===== config.mk =====
export PLATFORM = sky130hd
export DESIGN_NAME = handshake_arbiter
export DESIGN_NICKNAME = d
export VERILOG_FILES = /design/src/rtl/handshake_arbiter.sv
export SDC_FILE = /design/constraint.sdc
export NUM_CORES = 1
export LEC_CHECK = 0
export CAP_MARGIN = 20
export CELL_PAD_IN_SITES_DETAIL_PLACEMENT = 0
export CELL_PAD_IN_SITES_GLOBAL_PLACEMENT = 1
export CORE_MARGIN = 2
export CORE_UTILIZATION = 28
export DETAILED_ROUTE_END_ITERATION = 7
export GPL_ROUTABILITY_DRIVEN = 0
export PLACE_DENSITY = 0.8
export SLEW_MARGIN = 20
export SYNTH_ARGS = -nofsm -noshare
export SYNTH_HDL_FRONTEND = slang
export SYNTH_SLANG_ARGS = --single-unit

===== constraint.sdc =====
create_clock -name clock -period 3.27 [get_ports clock]
set_clock_uncertainty 0.05 [all_clocks]
set_input_delay 0.654 -clock clock [delete_from_list [all_inputs] [get_ports clock]]
set_output_delay 0.654 -clock clock [all_outputs]
set_load 0.02 [all_outputs]

===== src/rtl/handshake_arbiter.sv =====
// Purpose : round-robin arbiter sharing one 4-phase sync/ack slave among N_REQ
//           4-phase sync/ack requesters; each grant is fully sequenced on the
//           slave side (sync up, ack up, sync down, ack down) before the
//           requester is acknowledged.
// Latency : with a slave answering on the next edge, slv_sync rises after the
//           granting edge (edge 1) and req_ack rises after edge 5; one idle
//           cycle separates back-to-back grants.
// Backpressure: requests arriving while busy stay pending (requesters hold
//           sync high); no grant is issued while the slave still shows ack.
// Ports   : clock/reset (async, active-high); req_sync/req_ack/req_data_in
//           requester side; req_data_out shared result (valid while
//           req_ack[grant_id]); grant_id/busy status; slv_sync/slv_ack/
//           slv_data_in/slv_data_out slave side; timeout sticky watchdog flag.
// Option  : define HANDSHAKE_ARBITER_TIMEOUT_EN to enable the ISSUE/RELEASE
//           watchdog; otherwise timeout is tied 0 and the FSM waits forever.
module handshake_arbiter #(
  parameter int N_REQ          = 4,
  parameter int IN_WIDTH       = 32,
  parameter int OUT_WIDTH      = 32,
  parameter int TIMEOUT_CYCLES = 1024
) (
  input  logic                        clock,
  input  logic                        reset,
  input  logic [N_REQ-1:0]            req_sync,
  output logic [N_REQ-1:0]            req_ack,
  input  logic [N_REQ*IN_WIDTH-1:0]   req_data_in,
  output logic [OUT_WIDTH-1:0]        req_data_out,
  output logic [$clog2(N_REQ)-1:0]    grant_id,
  output logic                        busy,
  output logic                        slv_sync,
  input  logic                        slv_ack,
  output logic [IN_WIDTH-1:0]         slv_data_in,
  input  logic [OUT_WIDTH-1:0]        slv_data_out,
  output logic                        timeout
);

  localparam int GW = $clog2(N_REQ);

  if (N_REQ < 2 || N_REQ > 16 || TIMEOUT_CYCLES < 1) begin : g_param_check
    $error("handshake_arbiter: N_REQ must be 2..16 and TIMEOUT_CYCLES >= 1");
  end

  typedef enum logic [1:0] {
    IDLE    = 2'd0,
    ISSUE   = 2'd1,
    RELEASE = 2'd2,
    RESPOND = 2'd3
  } state_t;

  state_t                 state, state_nxt;
  logic [GW-1:0]          rr_ptr, rr_ptr_nxt;
  logic [GW-1:0]          grant_id_nxt;
  logic [N_REQ-1:0]       req_ack_nxt;
  logic [OUT_WIDTH-1:0]   req_data_out_nxt;
  logic                   busy_nxt;
  logic                   slv_sync_nxt;
  logic [IN_WIDTH-1:0]    slv_data_in_nxt;
  logic                   timeout_nxt;
  logic                   abort;

  // Per-requester operand view of the flattened input bus.
  logic [IN_WIDTH-1:0] operand [N_REQ];
  for (genvar g = 0; g < N_REQ; g++) begin : g_operand
    assign operand[g] = req_data_in[g*IN_WIDTH +: IN_WIDTH];
  end

  // Round-robin pick: scan from rr_ptr upward modulo N_REQ. The loop runs
  // downward so the last hit written is the nearest index at/after rr_ptr.
  // A requester still holding ack (finishing its handshake) is not eligible.
  logic [GW:0]   scan_sum;
  logic [GW-1:0] cand;
  logic [GW-1:0] win_idx;
  logic          win_vld;

  always_comb begin
    win_vld  = 1'b0;
    win_idx  = '0;
    scan_sum = '0;
    cand     = '0;
    for (int k = N_REQ - 1; k >= 0; k--) begin
      scan_sum = {1'b0, rr_ptr} + (GW+1)'(k);
      if (scan_sum >= (GW+1)'(N_REQ)) begin
        scan_sum = scan_sum - (GW+1)'(N_REQ);
      end
      cand = scan_sum[GW-1:0];
      if (req_sync[cand] && !req_ack[cand]) begin
        win_vld = 1'b1;
        win_idx = cand;
      end
    end
  end

`ifdef HANDSHAKE_ARBITER_TIMEOUT_EN
  localparam int CW = $clog2(TIMEOUT_CYCLES + 1);
  logic [CW-1:0] wd_cnt;

  // The counter holds the number of edges already spent in ISSUE/RELEASE;
  // the edge that would make it TIMEOUT_CYCLES aborts instead.
  assign abort = (state == ISSUE || state == RELEASE) &&
                 (wd_cnt == CW'(TIMEOUT_CYCLES - 1));

  always_ff @(posedge clock or posedge reset) begin
    if (reset) begin
      wd_cnt <= '0;
    end else if (state == IDLE) begin
      wd_cnt <= '0;
    end else if (state == ISSUE || state == RELEASE) begin
      wd_cnt <= wd_cnt + CW'(1);
    end
  end
`else
  assign abort = 1'b0;
`endif

  always_comb begin
    state_nxt        = state;
    rr_ptr_nxt       = rr_ptr;
    grant_id_nxt     = grant_id;
    req_ack_nxt      = req_ack;
    req_data_out_nxt = req_data_out;
    busy_nxt         = busy;
    slv_sync_nxt     = slv_sync;
    slv_data_in_nxt  = slv_data_in;
    timeout_nxt      = timeout;
    case (state)
      IDLE: begin
        // slv_ack guard: after a reset or an aborted transfer the slave may
        // still be acked; wait for it to settle before issuing anew.
        if (win_vld && !slv_ack) begin
          grant_id_nxt    = win_idx;
          slv_data_in_nxt = operand[win_idx];
          slv_sync_nxt    = 1'b1;
          busy_nxt        = 1'b1;
          state_nxt       = ISSUE;
        end
      end
      ISSUE: begin
        if (slv_ack) begin
          req_data_out_nxt = slv_data_out;
          slv_sync_nxt     = 1'b0;
          state_nxt        = RELEASE;
        end
      end
      RELEASE: begin
        if (!slv_ack) begin
          req_ack_nxt[grant_id] = 1'b1;
          state_nxt             = RESPOND;
        end
      end
      RESPOND: begin
        // A requester that dropped sync early falls straight through here.
        if (!req_sync[grant_id]) begin
          req_ack_nxt = '0;
          rr_ptr_nxt  = (grant_id == GW'(N_REQ - 1)) ? '0 : grant_id + GW'(1);
          busy_nxt    = 1'b0;
          state_nxt   = IDLE;
        end
      end
      default: state_nxt = IDLE;
    endcase

    // Watchdog abort still acknowledges the requester, with an all-ones result.
    if (abort && !(state == ISSUE && slv_ack) && !(state == RELEASE && !slv_ack)) begin
      slv_sync_nxt          = 1'b0;
      req_data_out_nxt      = '1;
      timeout_nxt           = 1'b1;
      req_ack_nxt           = '0;
      req_ack_nxt[grant_id] = 1'b1;
      state_nxt             = RESPOND;
    end
  end

  always_ff @(posedge clock or posedge reset) begin
    if (reset) begin
      state        <= IDLE;
      rr_ptr       <= '0;
      grant_id     <= '0;
      req_ack      <= '0;
      req_data_out <= '0;
      busy         <= 1'b0;
      slv_sync     <= 1'b0;
      slv_data_in  <= '0;
    end else begin
      state        <= state_nxt;
      rr_ptr       <= rr_ptr_nxt;
      grant_id     <= grant_id_nxt;
      req_ack      <= req_ack_nxt;
      req_data_out <= req_data_out_nxt;
      busy         <= busy_nxt;
      slv_sync     <= slv_sync_nxt;
      slv_data_in  <= slv_data_in_nxt;
    end
  end

`ifdef HANDSHAKE_ARBITER_TIMEOUT_EN
  always_ff @(posedge clock or posedge reset) begin
    if (reset) begin
      timeout <= 1'b0;
    end else begin
      timeout <= timeout_nxt;
    end
  end
`else
  assign timeout = 1'b0;
  logic unused_timeout_nxt;
  assign unused_timeout_nxt = timeout_nxt;
`endif

endmodule


==> impl_metrics.csv, run 1 <==
group,metric,value,unit
floorplanning,die_area,15500,um2
worst_setup_path,r2r_cells,6,
floorplanning,start_util,28.3,%
floorplanning,die_width,125,um
worst_setup_path,crit_chain,"clkdlybuf4s50_1, nand2b_1, o21ai_1, a211oi_4, buf_4, a22oi_1, a21oi_1",
power_and_ir_drop,combinationalPowerShare,55.8,%
worst_setup_path,cp_num_cells,7,
routing,antenna_left,0,
routing,drt-vias-per-instance,5.00,
cells_and_area,layout_commonest_cell,"clkdlybuf4s50_1",
worst_setup_path,critPathRequiredTime,3480,ps
logic_synthesis,syn_inst,345,
worst_setup_path,worstSetupPathType,"input port to register",
cells_and_area,mostFrequentLayoutCells,"238 x clkdlybuf4s50_1, 76 x dfrtp_1, 35 x nor2_1",
cells_and_area,fin_util,47.9,%
hold_path,whs_endpoint,"req_data_out[13]",
timing,fmax,404,MHz
clocking,cts_resized,0,
cells_and_area,layout-drive-gt1-share,17.3,%
clocking,numCtsBuffers,9,
place,hpwl,10100,um
power_and_ir_drop,p_leak,2.73,nW
clocking,clkSinkCount,76,
hold_path,hp-class,"register to register",
global_routing,grt_use_total,17.9,%
logic_synthesis,ys_seq_area_share,46.7,%
worst_setup_path,critical_path_arrival,2680,ps
power_and_ir_drop,intPower,0.00372,W
logic_synthesis,yosysWarnings,0,
worst_setup_path,path_max_fanout,32,
floorplanning,rows,44,
power_and_ir_drop,p_per_area,902,nW/um2
floorplanning,num_io_pins,240,
logic_synthesis,syn_avg_cell_area,11.8,um2
worst_setup_path,critPathBufInv,2,
timing,fin_crit_sh,75.6,%
global_routing,grt_first_pass_wirelength,22100,um
worst_setup_path,critPathTopFamily,"buffers and inverters",
hold_path,min_from,"req_data_out[13]",
routing,wl_per_cell,18.2,um
worst_setup_path,r2r_slack,1080,ps
run,cap_violations,0,
worst_setup_path,startpoint_type,"input port",
place,port_buffers,238,
timing,hold_violations,0,
timing,tns,0,ps
logic_synthesis,netlist-cell-type-count,45,
cells_and_area,area_delta_synth_final,69.0,%
worst_setup_path,critical_path.endpoint_type,"register",
global_routing,antenna_found_initial,0,
clocking,cts_hold_buf,0,
floorplanning,die_h,125,um
routing,drt_wl_total,13900,um
logic_synthesis,ys_ff_latch,76,
timing,rsz0062_at_grt,"no",
worst_setup_path,r2r_end,"slv_data_in[16]",
clocking,clkTransAtPathRegs,60,ps
cells_and_area,diodes,0,
routing,drcViolationCount,0,
global_routing,grt_max_degree,45,
timing,drv_slew,0,
clocking,htree_levels,3,
timing,worst_pin_slew,661,ps
routing,via_count,3813,
clocking,clockBufferDepth,2,
timing,max_slew_margin,55.9,%
global_routing,overflow,0,
floorplanning,core-area,14400,um2
routing,drt_iter0_markers,194,
run_status,status,"completed",
clocking,clkLatencyLatePin,340,ps
power_and_ir_drop,max-vdd-ir-drop,0.446,mV
power_and_ir_drop,p_clk_share,16.1,%
cells_and_area,nNetsFinal,750,
worst_setup_path,worst_path_largest_cell_delay,440,ps
worst_setup_path,r2r-start,"req_ack[2]",
power_and_ir_drop,power.sequential.fraction,28.1,%
worst_setup_path,slowest_stage,"clkdlybuf4s50_1",
logic_synthesis,synth_nets,521,
clocking,post_cts_buffers,0,
timing,post-route-min-period,2470,ps
clocking,root_buffer,"clkbuf_16",
power_and_ir_drop,p_sw,0.00249,W
power_and_ir_drop,p_sw_share,40.1,%
global_routing,grt_pass1_vias,4034,
routing,drtPass1Iterations,4,
timing,setup_viol,0,
clocking,tritoncts,"yes",
cells_and_area,fill_cells,1281,
hold_path,whs_path_depth,1,
logic_synthesis,netlist_area,4070,um2
## cells by family after synthesis
group | share of synthesized area, %
buffers and inverters | 5.84
adder cells (fa/ha/maj) | 2.77
AND/OR/NAND/NOR | 6.67
AO/OA/AOI/OAI | 27.3
flip-flops | 46.7
multiplexers | 10.6
other | 0.0922
## state kept, by name, indices dropped and copies added, names as in the netlist
| register | count |
|---|---|
| busy | 1 |
| req_data_out | 32 |
| grant_id | 2 |
| req_ack | 4 |
| rr_ptr | 2 |
| state | 2 |
| slv_sync | 1 |
| slv_data_in | 32 |
## cells in the mapped netlist, drive strengths merged
master	count	share of area, %
dfrtp	76	47
a21oi	35	5.0
mux2	35	9.8
nor2	35	3.2
a221oi	32	10
a22oi	32	5.9
buf	29	5.1
o21ai	13	1.7
ha	9	2.8
a22o	8	1.7
inv	7	0.65
nand2	7	0.71
nand2b	5	1.2
a211oi	3	0.92
nor2b	3	0.46
nand3	2	0.37
o221ai	2	0.86
or3	2	0.43
a211o	1	0.22
a41oi	1	0.68
and2	1	0.15
clkbuf	1	0.092
conb	1	0.092
mux2i	1	0.25
mux4	1	0.55
nor3	1	0.12
o2bb2ai	1	0.22
o31ai	1	0.18
## layout make-up
type	instances	area [um2]	share of cell area [%]
Clock buffer	12	246	3.58
Clock inverter	4	48.8	0.710
Inverter	7	27.5	0.400
Multi-Input combinational cell	232	1950	28.4
Sequential cell	76	1900	27.7
Tap cell	184	230	3.35
Timing Repair Buffer	248	2470	35.9
## power by group through the flow
stage / Sequential, W / Clock, W / Combinational, W
5_1_grt: 0.00181 / 0.00108 / 0.00373
3_5_place_dp: 0.00176 / 0 / 0.00350
2_1_floorplan: 0.00224 / 0 / 0.00153
4_1_cts: 0.00175 / 0.00104 / 0.00351
6_report: 0.00174 / 0.00100 / 0.00346
3_3_place_gp: 0.00173 / 0 / 0.00344
## metrics by stage
stage / area, um2 / instances / worst slack, ps / hold slack [ps] / power [W]
CTS: 6880 / 763 / 810 / 455 / 0.00629
detailed placement: 6580 / 747 / 451 / 443 / 0.00525
global placement: 6580 / 747 / 512 / 438 / 0.00517
global route: 6880 / 763 / 644 / 471 / 0.00662
floorplan: 4070 / 345 / 628 / 484 / 0.00377
finish: 6880 / 763 / 798 / 452 / 0.00620
## how the worst max path moves through the flow
stage           startpoint              end  slack [ps]
2_1_floorplan        reset             busy         630
3_3_place_gp   req_sync[0]  slv_data_in[16]         510
3_5_place_dp   req_sync[2]  slv_data_in[16]         450
4_1_cts        req_sync[2]  slv_data_in[16]         810
5_1_grt        req_sync[2]  slv_data_in[26]         640
6_report       req_sync[2]  slv_data_in[16]         800
## worst register-to-register path, cell delays in order (launching register included)
cell	delay (ps)
dfrtp_1	420
nand2b_1	420
o21ai_1	200
a211oi_4	260
buf_4	410
a22oi_1	190
a21oi_1	170
## layer usage
metal | GRT usage, % | vias up | part of all wire [%] | wire length [um]
met5 | 0 | - | 0 | 0
met4 | 6.48 | 0 | 2.0 | 273
met3 | 6.53 | 19 | 9.6 | 1330
met2 | 30.0 | 188 | 49 | 6740
met1 | 21.1 | 1840 | 40 | 5530
li1 | - | 1766 | - | -
(Power assumes the default switching activity.)
==> inputs of run 2 (changes only) <==
CORE_UTILIZATION = 25   (was 28)
PLACE_DENSITY = 0.76   (was 0.8)
clock period = 2.2 ns   (was 3.27 ns; I/O delays follow)
==> run 2 against run 1 <==
Count of clock-buffer cells in the layout down 3. Sequential power up 48%. Sequential share of layout area down 1.3 points. Worst setup slack worse by 640 ps. Hold slack better by 2.0 ps. Global-route usage down 1.6 points. Cell area up 5.0%. Non-clock buffer count up 21. First-iteration DRC count down 25%. Die area up 12%. Power up 57%.
==> impl_metrics.csv, run 2 (synthesis results as in run 1) <==
group,metric,value,unit
run_status,status,"completed",
hold_path,whs_endpoint,"req_data_out[10]",
clocking,root_buffer,"clkbuf_16",
global_routing,grt_pass1_vias,4137,
clocking,post_cts_buffers,0,
cells_and_area,area_delta_synth_final,77.4,%
global_routing,grt_first_pass_wirelength,22400,um
worst_setup_path,critical_path_arrival,2210,ps
worst_setup_path,r2r_cells,7,
timing,fmax,490,MHz
floorplanning,core-area,15900,um2
floorplanning,die_area,17300,um2
clocking,tritoncts,"yes",
global_routing,grt_max_degree,77,
clocking,cts_hold_buf,0,
routing,wl_per_cell,17.1,um
clocking,clkTransAtPathRegs,70,ps
global_routing,met1_usage,18.6,%
timing,post-route-min-period,2040,ps
worst_setup_path,critical_path.endpoint_type,"register",
place,port_buffers,238,
routing,drt-vias-per-instance,4.70,
hold_path,whs_path_depth,1,
global_routing,use_met3,6.48,%
floorplanning,start_util,25.6,%
power_and_ir_drop,p_per_area,1350,nW/um2
clocking,numCtsBuffers,9,
cells_and_area,layout_commonest_cell,"clkdlybuf4s50_1",
routing,drt_iter0_markers,145,
routing,via_count,3833,
routing,antenna_left,0,
clocking,cts_resized,0,
timing,setup_viol,0,
floorplanning,num_io_pins,240,
routing,drtPass1Iterations,4,
timing,fin_crit_sh,92.8,%
clocking,clkSinkCount,76,
cells_and_area,diodes,0,
floorplanning,die_width,132,um
power_and_ir_drop,p_leak,2.88,nW
global_routing,grt_util_met2,27.4,%
hold_path,hp-class,"register to register",
worst_setup_path,worstSetupPathType,"input port to register",
routing,drt_wl_total,14000,um
global_routing,grt-busiest-layer,"met2",
timing,hold_violations,0,
hold_path,min_from,"req_data_out[10]",
worst_setup_path,r2r-start,"req_ack[2]",
worst_setup_path,startpoint_type,"input port",
place,hpwl,10400,um
clocking,clkLatencyLatePin,340,ps
worst_setup_path,r2r_slack,210,ps
floorplanning,die_h,132,um
worst_setup_path,path_max_fanout,19,
cells_and_area,layout-drive-gt1-share,20.5,%
global_routing,grt_use_total,16.3,%
routing,drcViolationCount,0,
power_and_ir_drop,finalPower,0.00976,W
global_routing,antenna_found_initial,0,
cells_and_area,top_regs,"req_data_out x32, slv_data_in x32, req_ack x4",
cells_and_area,nNetsFinal,771,
timing,rsz0062_at_grt,"no",
run,cap_violations,0,
global_routing,overflow,0,
worst_setup_path,critPathRequiredTime,2360,ps
timing,drv_slew,0,
clocking,htree_levels,3,
floorplanning,rows,46,
worst_setup_path,r2r_end,"slv_data_in[17]",
clocking,clockBufferDepth,2,
cells_and_area,fin_util,45.4,%
power_and_ir_drop,max-vdd-ir-drop,0.634,mV
cells_and_area,mostFrequentLayoutCells,"238 x clkdlybuf4s50_1, 76 x dfrtp_1, 35 x nor2_1",
## run 2: worst max-delay path by stage
stage                            from              end  slack, ps  cells past startpoint
after floorplan           grant_id[1]         state[1]        340                      3
after global placement    req_sync[2]  slv_data_in[17]       -190                      8
after detailed placement  req_sync[2]  slv_data_in[17]       -220                      8
after CTS                 req_sync[2]  slv_data_in[17]        140                      8
after global routing      req_sync[2]  slv_data_in[17]         30                      8
final                     req_sync[2]  slv_data_in[17]        160                      8
## run 2: power by group
| part | switching [W] | internal (W) | leakage [nW] |
|---|---|---|---|
| Clock | 0.000640 | 0.00100 | 0.156 |
| Sequential | 0.000454 | 0.00212 | 0.884 |
| Combinational | 0.00273 | 0.00282 | 1.84 |
## run 2: metrics by stage
step | hold slack (ps) | worst slack [ps] | setup TNS [ps] | cells | area [um2]
2_1_floorplan | 484 | 337 | 0 | 345 | 4070
3_3_place_gp | 438 | -186 | -2870 | 800 | 6890
3_5_place_dp | 441 | -217 | -4380 | 800 | 6890
4_1_cts | 456 | 144 | 0 | 816 | 7220
5_1_grt | 471 | 33.4 | 0 | 816 | 7220
6_report | 453 | 158 | 0 | 816 | 7220
## run 2: cell type report
type,instances,area [um2]
well taps,216,270
inverters,7,30.0
clock inverters,7,98.8
multi-input cells,232,1950
clock buffers,9,225
flip-flops and latches,76,1900
fillers,1479,8670
repair buffers,269,2740
## run 2: per-layer routing
metal	wire, um	share of wire, %
met1	5630	40
met2	6660	48
met3	1390	10
met4	303	2.2
met5	0	0
## run 2: worst max-delay path: stages
cell	delay [ps]
clkdlybuf4s50_1	500
nand2b_1	160
buf_4	180
nor2_1	170
o221ai_4	170
buf_12	180
a22oi_1	290
a21oi_1	110
==> inputs of run 3 (changes only) <==
TNS_END_PERCENT = 5   (was unset)
==> results of run 3 <==
No change in the layout: final DEF, timing and power equal those of run 2.
